File: config.mk
export PLATFORM = sky130hd
export DESIGN_NAME = io_input_debounce
export DESIGN_NICKNAME = d
export VERILOG_FILES = /design/src/rtl/io_input_debounce.sv
export SDC_FILE = /design/constraint.sdc
export NUM_CORES = 1
export LEC_CHECK = 0
export BUFFER_PORTS_ARGS = -buffer_cell sky130_fd_sc_hd__buf_2
export CAP_MARGIN = 30
export CORE_ASPECT_RATIO = 0.7
export CORE_MARGIN = 2
export CORE_UTILIZATION = 31
export CTS_CLUSTER_SIZE = 24
export DETAILED_ROUTE_END_ITERATION = 8
export PLACE_DENSITY_LB_ADDON = 0.15
export SETUP_SLACK_MARGIN = 0.2
export SYNTH_ARGS = -nofsm -noshare
export SYNTH_HDL_FRONTEND = slang
export SYNTH_SLANG_ARGS = --single-unit
File: constraint.sdc
create_clock -name clk -period 2.62 [get_ports clk]
set_input_delay 0.131 -clock clk [delete_from_list [all_inputs] [get_ports clk]]
set_output_delay 0.131 -clock clk [all_outputs]
set_load 0.01 [all_outputs]
File: src/rtl/io_input_debounce.sv
// Debouncer for 4 active-low pushbuttons and 18 slide switches: two-flop sync,
// per-bit hold counter, sticky key-press and switch-change flags.
module io_input_debounce #(
    parameter int unsigned DEBOUNCE_CYCLES = 250000
) (
    input  logic        clk,
    input  logic        rst,
    input  logic [3:0]  KEY_raw,
    input  logic [17:0] SW_raw,
    input  logic [3:0]  evt_clr,
    input  logic        sw_clr,
    output logic [3:0]  key_stable,
    output logic [17:0] sw_stable,
    output logic [3:0]  key_event,
    output logic        evt_valid,
    output logic        sw_changed
);

    localparam int NB = 22;
    localparam int CW = $clog2(DEBOUNCE_CYCLES + 1);
    localparam logic [CW-1:0] LAST = CW'(DEBOUNCE_CYCLES - 1);

    logic [3:0]    key_sync1, key_sync2;
    logic [17:0]   sw_sync1, sw_sync2;
    logic [NB-1:0] level;
    logic [NB-1:0] stable;
    logic [NB-1:0] next_stable;
    logic [CW-1:0] cnt      [NB];
    logic [CW-1:0] next_cnt [NB];

    // Keys are flipped to active-high here so every bit downstream is uniform.
    assign level = {sw_sync2, ~key_sync2};

    // NOTE: every variable gets a default at the top of always_comb so no path
    // leaves it unassigned, which would otherwise infer a latch.
    always_comb begin
        next_stable = stable;
        for (int i = 0; i < NB; i++) begin
            next_cnt[i] = '0;
            if (level[i] != stable[i]) begin
                if (cnt[i] == LAST) next_stable[i] = level[i];
                else                next_cnt[i]    = cnt[i] + CW'(1);
            end
        end
    end

    // NOTE: sequential state uses non-blocking assignments only, so every flop
    // samples the pre-edge values regardless of statement order.
    always_ff @(posedge clk) begin
        if (rst) begin
            key_sync1  <= '1;
            key_sync2  <= '1;
            sw_sync1   <= '0;
            sw_sync2   <= '0;
            stable     <= '0;
            key_event  <= '0;
            sw_changed <= 1'b0;
            // Counters are cleared too so a partial count never survives reset.
            for (int i = 0; i < NB; i++) cnt[i] <= '0;
        end else begin
            key_sync1  <= KEY_raw;
            key_sync2  <= key_sync1;
            sw_sync1   <= SW_raw;
            sw_sync2   <= sw_sync1;
            stable     <= next_stable;
            for (int i = 0; i < NB; i++) cnt[i] <= next_cnt[i];
            // Set terms are OR-ed in after the clear so a coincident set wins.
            key_event  <= (key_event & ~evt_clr) | (next_stable[3:0] & ~stable[3:0]);
            sw_changed <= (sw_changed & ~sw_clr) | (next_stable[NB-1:4] != stable[NB-1:4]);
        end
    end

    assign key_stable = stable[3:0];
    assign sw_stable  = stable[NB-1:4];
    assign evt_valid  = |key_event;

endmodule

==> results.sh, run 1 <==
export IMPL_timing_fmax_ghz=0.463
export IMPL_hold_viol_final=0
export IMPL_wl_met2_mm=14.9
export IMPL_row_count=76
export IMPL_start_util_pct=31.4
export IMPL_via_count=14200
export IMPL_via_per_inst=4.53
export IMPL_powerDensity_nw_per_um2=660
export IMPL_clk_pin_slew_ps=60
export IMPL_synth_area_per_cell_um2=8.88
export IMPL_io_pins=57
export IMPL_ys_seq_elements=467
export IMPL_drt_iter0_drc=676
export IMPL_pre_cts_ws_ps=370
export IMPL_ys_seq_area_share_pct=48.3
export IMPL_max_slew_margin_pct=50.1
export IMPL_fp_dieW_um=303
export IMPL_cp_slowest_cell="or3_1"
export IMPL_netlist_area_um2=19400
export IMPL_routed_top_layer="met4"
export IMPL_drt_pre_antenna_iters=5
export IMPL_cts_root_buffer="clkbuf_16"
export IMPL_grt_overflow=0
export IMPL_tightest_slew_ps=741
export IMPL_wl_met3_mm=1.70
export IMPL_port_buffer_count=56
export IMPL_grt_setup_unrepaired="no"
export IMPL_drt_wl_total_mm=38.4
export IMPL_dpl_cell_area_um2=20500
export IMPL_cts_tree="yes"
export IMPL_fp_dieArea_um2=64500
export IMPL_maxCapViolations=0
export IMPL_slew_viol_final=0
export IMPL_async_reset_ff_share_pct=0
export IMPL_status="finished clean"
export IMPL_power_mw=14.9
export IMPL_grt_antenna_before_repair=1
export IMPL_crit_chain="or4b_1, nor4_2, or3_1, nor2_1"
export IMPL_grt_pass1_wl_mm=65.1
export IMPL_htree_levels=2
export IMPL_setup_slack_ps=458
export IMPL_layout_cells_non_filler=3135
export IMPL_core_area_um2=61600
export IMPL_synth_commonest_cells="nor2_1, dfxtp_1, xor2_1"
export IMPL_ff2ff_setup_slack_ps=460
export IMPL_drive_above_1_share_pct=7.25
export IMPL_dp_cells=3013
export IMPL_p_leak_nw=7.40
export IMPL_skew_ps=13.0
export IMPL_post_route_min_period_ps=2160
export IMPL_synthDistinctLibCells=46
export IMPL_cpPeakStageDelay_ps=580
export IMPL_synth_top_area_share_pct=48.3
export IMPL_clk_latency_ps=590
export IMPL_nNetsFinal=2328
export IMPL_fin_hold_ws_ps=199
export IMPL_worstPathMaxFanout=18
export IMPL_grt_usage_pct=12.0
export IMPL_criticalPathCategory="reg -> reg"
export IMPL_postLayoutCoreUtil_pct=36.6
export IMPL_drc_errors=0
export IMPL_syn_num_nets=2229
export IMPL_grt_max_degree=41
export IMPL_die_h_um=213
export IMPL_synth_ff_type="dfxtp_1"
export IMPL_yosys_cell_count_top_type="nor2_1"
export IMPL_cp_start_kind="flip-flop"
export IMPL_tns_ps=0
export IMPL_syn_inst=2178
export IMPL_min_period_over_period_pct=82.5
export IMPL_endpoint_kind="flip-flop"
export IMPL_irDropWorstVdd_mv=0.520
export IMPL_synth_largest_area_cell="dfxtp_1"
export IMPL_synthTopCellsByArea="dfxtp_1, nor2_1, xor2_1, xnor2_1, nand3_1"
export IMPL_first_global_vias=13300
export IMPL_dp_hpwl_mm=26.1
export IMPL_critPathArrivalTime_ps=2600
export IMPL_cts_buffers=51
export IMPL_ys_warn_count=0
export IMPL_min_path_type="in -> reg"
export IMPL_synth_edf_count=0
export IMPL_gp_congestion=0.774
export IMPL_cts_path_max_buffers=3
export IMPL_areaGrowthSynthToFinish_pct=16.7
export IMPL_stdcell_area_um2=22600
export IMPL_crit_required_ps=3060
export IMPL_final_antenna_net_count=0
export IMPL_cts_sinks=467
export IMPL_wire_per_inst_um=12.2
export IMPL_setup_violations_final=0
export IMPL_met1_length_mm=21.0
export IMPL_diodes=0
state kept, by name, indices dropped and copies added, names as in the netlist:
signal,count
key_sync1,4
sw_changed,1
sw_sync1,18
stable,22
sw_sync2,18
key_event,4
key_sync2,4
cnt,396
final cells by class:
class                           instances  area [um2]
Sequential cell                       467        9350
Multi-Input combinational cell       1619        9610
Clock inverter                         19         288
Timing Repair Buffer                   99         693
Inverter                               39         146
Clock buffer                           73        1470
Fill cell                            6296       39000
Tap cell                              819        1020
cell families after synthesis:
group                    Yosys count  share of synthesized area, %
multiplexers                      19                         0.983
adder cells (fa/ha/maj)           22                          1.42
buffers and inverters             92                          2.06
AND/OR/NAND/NOR                 1168                          29.6
AO/OA/AOI/OAI                     56                          1.60
flip-flops                       467                          48.3
XOR/XNOR                         354                          16.0
where the power goes:
group          leakage [nW]  switching [mW]  total, mW  internal [mW]
clock                 0.856            2.95       7.53           4.59
combinational          2.78           0.107      0.195         0.0879
sequential             3.77          0.0231       7.17           7.14
total                  7.40            3.08       14.9           11.8
worst max-delay path: cells and delay by family, from the launching register on:
| kind | cells | cell delay [ps] |
|---|---|---|
| flip-flops | 1 | 330 |
| AND/OR/NAND/NOR | 4 | 1690 |
cells in the final DEF (no fill, tap or decap), drive strengths merged, types with 2 or more instances in the layout:
cell and instances:
a211oi 4, a21oi 26, and2 8, and3 57
and4 23, buf 69, bufinv 7, clkbuf 73
clkinv 8, clkinvlp 3, dfxtp 467, dlygate4sd3 30
ha 22, inv 40, mux2i 19, nand2 146
nand2b 5, nand3 150, nand3b 2, nand4 65
nand4b 7, nor2 491, nor2b 47, nor3 42
nor4 32, nor4b 23, nor4bb 5, o21ai 20
o22ai 2, or2 11, or3 37, or3b 4
or4 6, or4b 6, xnor2 153, xor2 201
routing by layer:
layer  vias up  GRT usage (%)
met5         -              0
met4         0           3.55
met3        51           2.77
met2       160           17.3
met1      6485           17.6
li1       7494              -
path summary, 6_finish.rpt:
| kind | cells after the start | to | from |
|---|---|---|---|
| worst max-delay path | 4 | cnt[0][66] | cnt[0][63] |
| worst min-delay path | 5 | sw_changed | sw_clr |
| worst max register to register | 4 | cnt[0][66] | cnt[0][63] |
| worst min register to register | 1 | key_sync2[2] | key_sync1[2] |
timing repair:
action	4_1_cts	5_1_grt
hold buffers	30	0
gates resized for setup	0	1
buffers inserted	0	0
setup endpoints to repair	0	18
hold endpoints to repair	33	0
Power figures use the tool's default switching activity.
==> run 2, diff against run 1 <==
==> constraint.sdc (replaced) <==
create_clock -name clk -period 1.77 [get_ports clk]
set_input_delay 0.0885 -clock clk [delete_from_list [all_inputs] [get_ports clk]]
set_output_delay 0.0885 -clock clk [all_outputs]
set_load 0.01 [all_outputs]
==> results.sh, run 2 (synthesis gave the netlist of run 1 again) <==
export IMPL_first_global_vias=14700
export IMPL_nNetsFinal=2576
export IMPL_violations="negative hold slack, negative setup slack"
export IMPL_power_mw=21.6
export IMPL_pwr_share_seq_pct=48.8
export IMPL_drt_pre_antenna_iters=5
export IMPL_dp_cells=3183
export IMPL_fin_hold_ws_ps=-93.5
export IMPL_core_area_um2=61600
export IMPL_p_leak_nw=9.48
export IMPL_start_util_pct=31.4
export IMPL_grt_antenna_before_repair=1
export IMPL_dp_hpwl_mm=28.5
export IMPL_largest_reg_flops=396
export IMPL_multi_input_area_um2=11500
export IMPL_largest_register="cnt"
export IMPL_grt_overflow=0
export IMPL_dpl_cell_area_um2=22300
export IMPL_status="finished, violations left"
export IMPL_via_count=15300
export IMPL_fp_dieArea_um2=64500
export IMPL_cts_buffers=49
export IMPL_min_period_over_period_pct=107
export IMPL_critPathLaunch="cnt[1][82]"
export IMPL_port_buffer_count=56
export IMPL_pre_cts_ws_ps=-158
export IMPL_gp_congestion=0.791
export IMPL_reg_largest_list="cnt: 396 flops, stable: 22 flops"
export IMPL_ff_latch_area_um2=9540
export IMPL_grt_pass1_wl_mm=72.6
export IMPL_htree_levels=2
export IMPL_setup_violations_final=18
export IMPL_io_pins=57
export IMPL_wire_per_inst_um=13.0
export IMPL_min_path_type="in -> reg"
export IMPL_intPower_mw=17.1
export IMPL_postLayoutCoreUtil_pct=44.1
export IMPL_tightest_slew_ps=565
export IMPL_areaGrowthSynthToFinish_pct=40.4
export IMPL_via_per_inst=4.53
export IMPL_tns_ps=-777
export IMPL_maxCapViolations=0
export IMPL_grt_setup_unrepaired="yes"
export IMPL_final_common_cell="nor2_1"
export IMPL_critPathArrivalTime_ps=2400
export IMPL_r2r_start="cnt[1][82]"
export IMPL_die_h_um=213
export IMPL_p_sw_mw=4.57
export IMPL_setup_slack_ps=-119
export IMPL_row_count=76
export IMPL_cts_sinks=467
export IMPL_worstPathMaxFanout=2
export IMPL_hold_viol_final=4
export IMPL_final_cell_mix="nor2_1, dfxtp_1, buf_4"
export IMPL_hp_start="rst"
export IMPL_fill_cells=5985
export IMPL_crit_required_ps=2280
export IMPL_drc_errors=0
export IMPL_clk_pin_slew_ps=60
export IMPL_endpoint_kind="flip-flop"
export IMPL_stdcell_area_um2=27200
export IMPL_timing_fmax_ghz=0.529
export IMPL_clk_latency_ps=580
export IMPL_irDropWorstVdd_mv=0.907
export IMPL_criticalPathCategory="reg -> reg"
export IMPL_cts_tree="yes"
export IMPL_drt_iter0_drc=719
export IMPL_ctsHoldBuffers=30
export IMPL_drive_above_1_share_pct=31.3
export IMPL_cts_root_buffer="clkbuf_16"
export IMPL_skew_ps=9.97
export IMPL_final_antenna_net_count=0
export IMPL_p_clk_share_pct=48.8
export IMPL_drt_wl_total_mm=44.0
export IMPL_max_slew_margin_pct=62.1
export IMPL_fp_dieW_um=303
export IMPL_grt_usage_pct=13.5
export IMPL_cp_start_kind="flip-flop"
export IMPL_combPwrFrac_pct=2.4
export IMPL_grt_max_degree=23
export IMPL_swShare_pct=21.1
export IMPL_cts_path_max_buffers=3
export IMPL_layout_cells_non_filler=3381
export IMPL_diodes=0
export IMPL_powerDensity_nw_per_um2=797
export IMPL_post_route_min_period_ps=1890
export IMPL_slew_viol_final=0
==> run 2: path summary, 6_finish.rpt <==
path                                     end  slack (ps)  cells after the start
worst max-delay path              sw_changed        -120                      5
worst min-delay path              stable[10]         -90                      2
worst max register to register    sw_changed        -120                      5
worst min register to register  key_sync2[2]         410                      1
==> run 2: layout make-up <==
class,instances,share of cell area [%]
Multi-Input combinational cell,1619,42.4
Sequential cell,467,35.1
Timing Repair Buffer,349,12.1
Clock buffer,68,5.18
Tap cell,819,3.77
Clock inverter,20,0.875
Inverter,39,0.539
==> run 2: critical path: stages, from the launching register on <==
cell and delay (ps):
dfxtp_1 310, or4b_4 530, or4_1 490, o32a_1 200
and4_4 170, a41oi_2 110
==> run 2: layer usage <==
layer | share of wire [%] | track usage, % | vias to the layer above | wire length (um)
met5 | 0 | 0 | - | 0
met4 | 1.9 | 3.84 | 0 | 836
met3 | 3.2 | 2.31 | 63 | 1410
met2 | 41 | 19.7 | 157 | 17900
met1 | 54 | 20.1 | 7081 | 23800
li1 | - | - | 8009 | -
==> run 2: repair_timing <==
| action | CTS | global route |
|---|---|---|
| endpoints found under the setup margin | 387 | 405 |
| pin swaps | 113 | 107 |
| resized for setup | 261 | 259 |
| hold endpoints to repair | 32 | 4 |
| gates cloned | 17 | 8 |
| buffers inserted | 44 | 11 |
==> run 2: power groups by stage <==
stage                     clock network (mW)  logic (mW)  registers [mW]
after floorplan                            0       0.185            10.8
after global placement                     0       0.315            10.8
after detailed placement                   0       0.319            10.8
after CTS                               11.0       0.460            10.6
after global routing                    11.4       0.554            10.6
final                                   10.6       0.509            10.6
==> run 3, diff against run 2 <==
--- a/config.mk
+++ b/config.mk
@@ -13,7 +13,7 @@
 export CTS_CLUSTER_SIZE = 24
 export DETAILED_ROUTE_END_ITERATION = 8
 export PLACE_DENSITY_LB_ADDON = 0.15
-export SETUP_SLACK_MARGIN = 0.2
+export SETUP_SLACK_MARGIN = 0.5
 export SYNTH_ARGS = -nofsm -noshare
 export SYNTH_HDL_FRONTEND = slang
 export SYNTH_SLANG_ARGS = --single-unit
==> results.sh, run 3 (synthesis gave the netlist of run 1 again) <==
export IMPL_status="finished, violations left"
export IMPL_via_per_inst=4.59
export IMPL_violations="negative setup slack"
export IMPL_grt_overflow=0
export IMPL_grt_setup_unrepaired="yes"
export IMPL_final_cell_mix="dfxtp_1, nor2_1, xor2_1"
export IMPL_drt_wl_total_mm=44.7
export IMPL_skew_ps=12.3
export IMPL_grt_usage_pct=13.3
export IMPL_tightest_slew_ps=802
export IMPL_slew_viol_final=0
export IMPL_dp_hpwl_mm=27.4
export IMPL_largest_register="cnt"
export IMPL_grt_pass1_wl_mm=71.7
export IMPL_htree_levels=2
export IMPL_via_count=15600
export IMPL_gp_congestion=0.786
export IMPL_worstPathMaxFanout=2
export IMPL_cts_tree="yes"
export IMPL_core_area_um2=61600
export IMPL_maxCapViolations=0
export IMPL_cp_slowest_cell="or4_4"
export IMPL_final_common_cell="dfxtp_1"
export IMPL_crit_required_ps=2280
export IMPL_clk_latency_ps=580
export IMPL_max_slew_margin_pct=46.4
export IMPL_endpoint_kind="flip-flop"
export IMPL_nNetsFinal=2591
export IMPL_largest_reg_flops=396
export IMPL_areaGrowthSynthToFinish_pct=43.6
export IMPL_cts_root_buffer="clkbuf_16"
export IMPL_final_antenna_net_count=0
export IMPL_critPathArrivalTime_ps=2370
export IMPL_powerDensity_nw_per_um2=756
export IMPL_grt_antenna_before_repair=2
export IMPL_die_h_um=213
export IMPL_fin_hold_ws_ps=45.2
export IMPL_setup_violations_final=11
export IMPL_postLayoutCoreUtil_pct=45.1
export IMPL_wire_per_inst_um=13.2
export IMPL_io_pins=57
export IMPL_p_leak_nw=9.58
export IMPL_drive_above_1_share_pct=35.8
export IMPL_cts_sinks=467
export IMPL_criticalPathCategory="reg -> reg"
export IMPL_drt_pre_antenna_iters=5
export IMPL_cts_buffers=49
export IMPL_tns_ps=-449
export IMPL_irDropWorstVdd_mv=0.668
export IMPL_hold_viol_final=0
export IMPL_cts_path_max_buffers=3
export IMPL_drt_iter0_drc=621
export IMPL_timing_fmax_ghz=0.537
export IMPL_row_count=76
export IMPL_pre_cts_ws_ps=-159
export IMPL_port_buffer_count=56
export IMPL_diodes=0
export IMPL_start_util_pct=31.4
export IMPL_reg_largest_list="cnt: 396 flops, stable: 22 flops"
export IMPL_power_mw=21.0
export IMPL_drc_errors=0
export IMPL_min_path_type="in -> reg"
export IMPL_crit_chain="nor4_4, buf_4, nand3_1, or4_4, a2bb2oi_2, and4_4, a41oi_2"
export IMPL_post_route_min_period_ps=1860
export IMPL_setup_slack_ps=-91.1
export IMPL_cpPeakStageDelay_ps=520
export IMPL_grt_max_degree=22
export IMPL_clk_pin_slew_ps=60
export IMPL_cp_start_kind="flip-flop"
export IMPL_min_period_over_period_pct=105
export IMPL_fp_dieW_um=303
export IMPL_first_global_vias=14700
export IMPL_fp_dieArea_um2=64500
[run 3: cell types whose count changed in the layout (fill, tap and decap cells not counted), sizes merged, moves of 4 or more]
cell      delta
buf          +4
bufinv       -5
clkbuf      +16
clkinv       -5
clkinvlp     -4
[run 3: path summary, 6_finish.rpt]
kind / endpoint / start / cells past startpoint / slack, ps
setup / recovery: sw_changed / cnt[2][10] / 7 / -90
hold / removal: key_sync2[0] / rst / 2 / 50
setup reg to reg: sw_changed / cnt[2][10] / 7 / -90
hold reg to reg: key_sync2[1] / key_sync1[1] / 1 / 410
[run 3: area by class of cell]
cell class / instances / area (um2)
well taps: 819 / 1020
flip-flops and latches: 467 / 9580
inverters: 39 / 146
fillers: 5906 / 33800
repair buffers: 362 / 3580
multi-input cells: 1621 / 11900
clock buffers: 76 / 1470
clock inverters: 8 / 50.0
[run 3: critical path, delay by kind of cell, from the launching register on]
kind | cells | cell delay, ps
AND/OR/NAND/NOR | 4 | 1050
flip-flops | 1 | 330
AO/OA/AOI/OAI | 2 | 260
buffers and inverters | 1 | 150
[run 3: timing repair]
item,4_1_cts,5_1_grt
setup buffers,60,34
endpoints found under the hold margin,31,0
pin swaps,101,102
gates cloned,14,20
hold buffers,31,0
setup endpoints to repair,430,434
gates resized for setup,243,315
[run 3: stage by stage]
stage	instances	instance area (um2)
floorplan	2178	20300
global placement	3149	22400
detailed placement	3149	22400
CTS	3338	25900
global route	3392	27800
finish	3392	27800
[run 3: routing by layer]
| metal | vias up | track usage [%] | routed length [um] |
|---|---|---|---|
| met2 | 165 | 19.6 | 18800 |
| met4 | 0 | 3.72 | 843 |
| met5 | - | 0 | 0 |
| met1 | 7311 | 19.3 | 23200 |
| li1 | 8030 | - | - |
| met3 | 59 | 2.73 | 1760 |
[run 3: where the power goes]
part / internal, mW / leakage (nW) / total (mW) / switching, mW
Sequential: 10.5 / 3.85 / 10.6 / 0.0369
Combinational: 0.307 / 4.99 / 0.572 / 0.264
Clock: 5.66 / 0.749 / 9.87 / 4.22
Total: 16.5 / 9.58 / 21.0 / 4.52
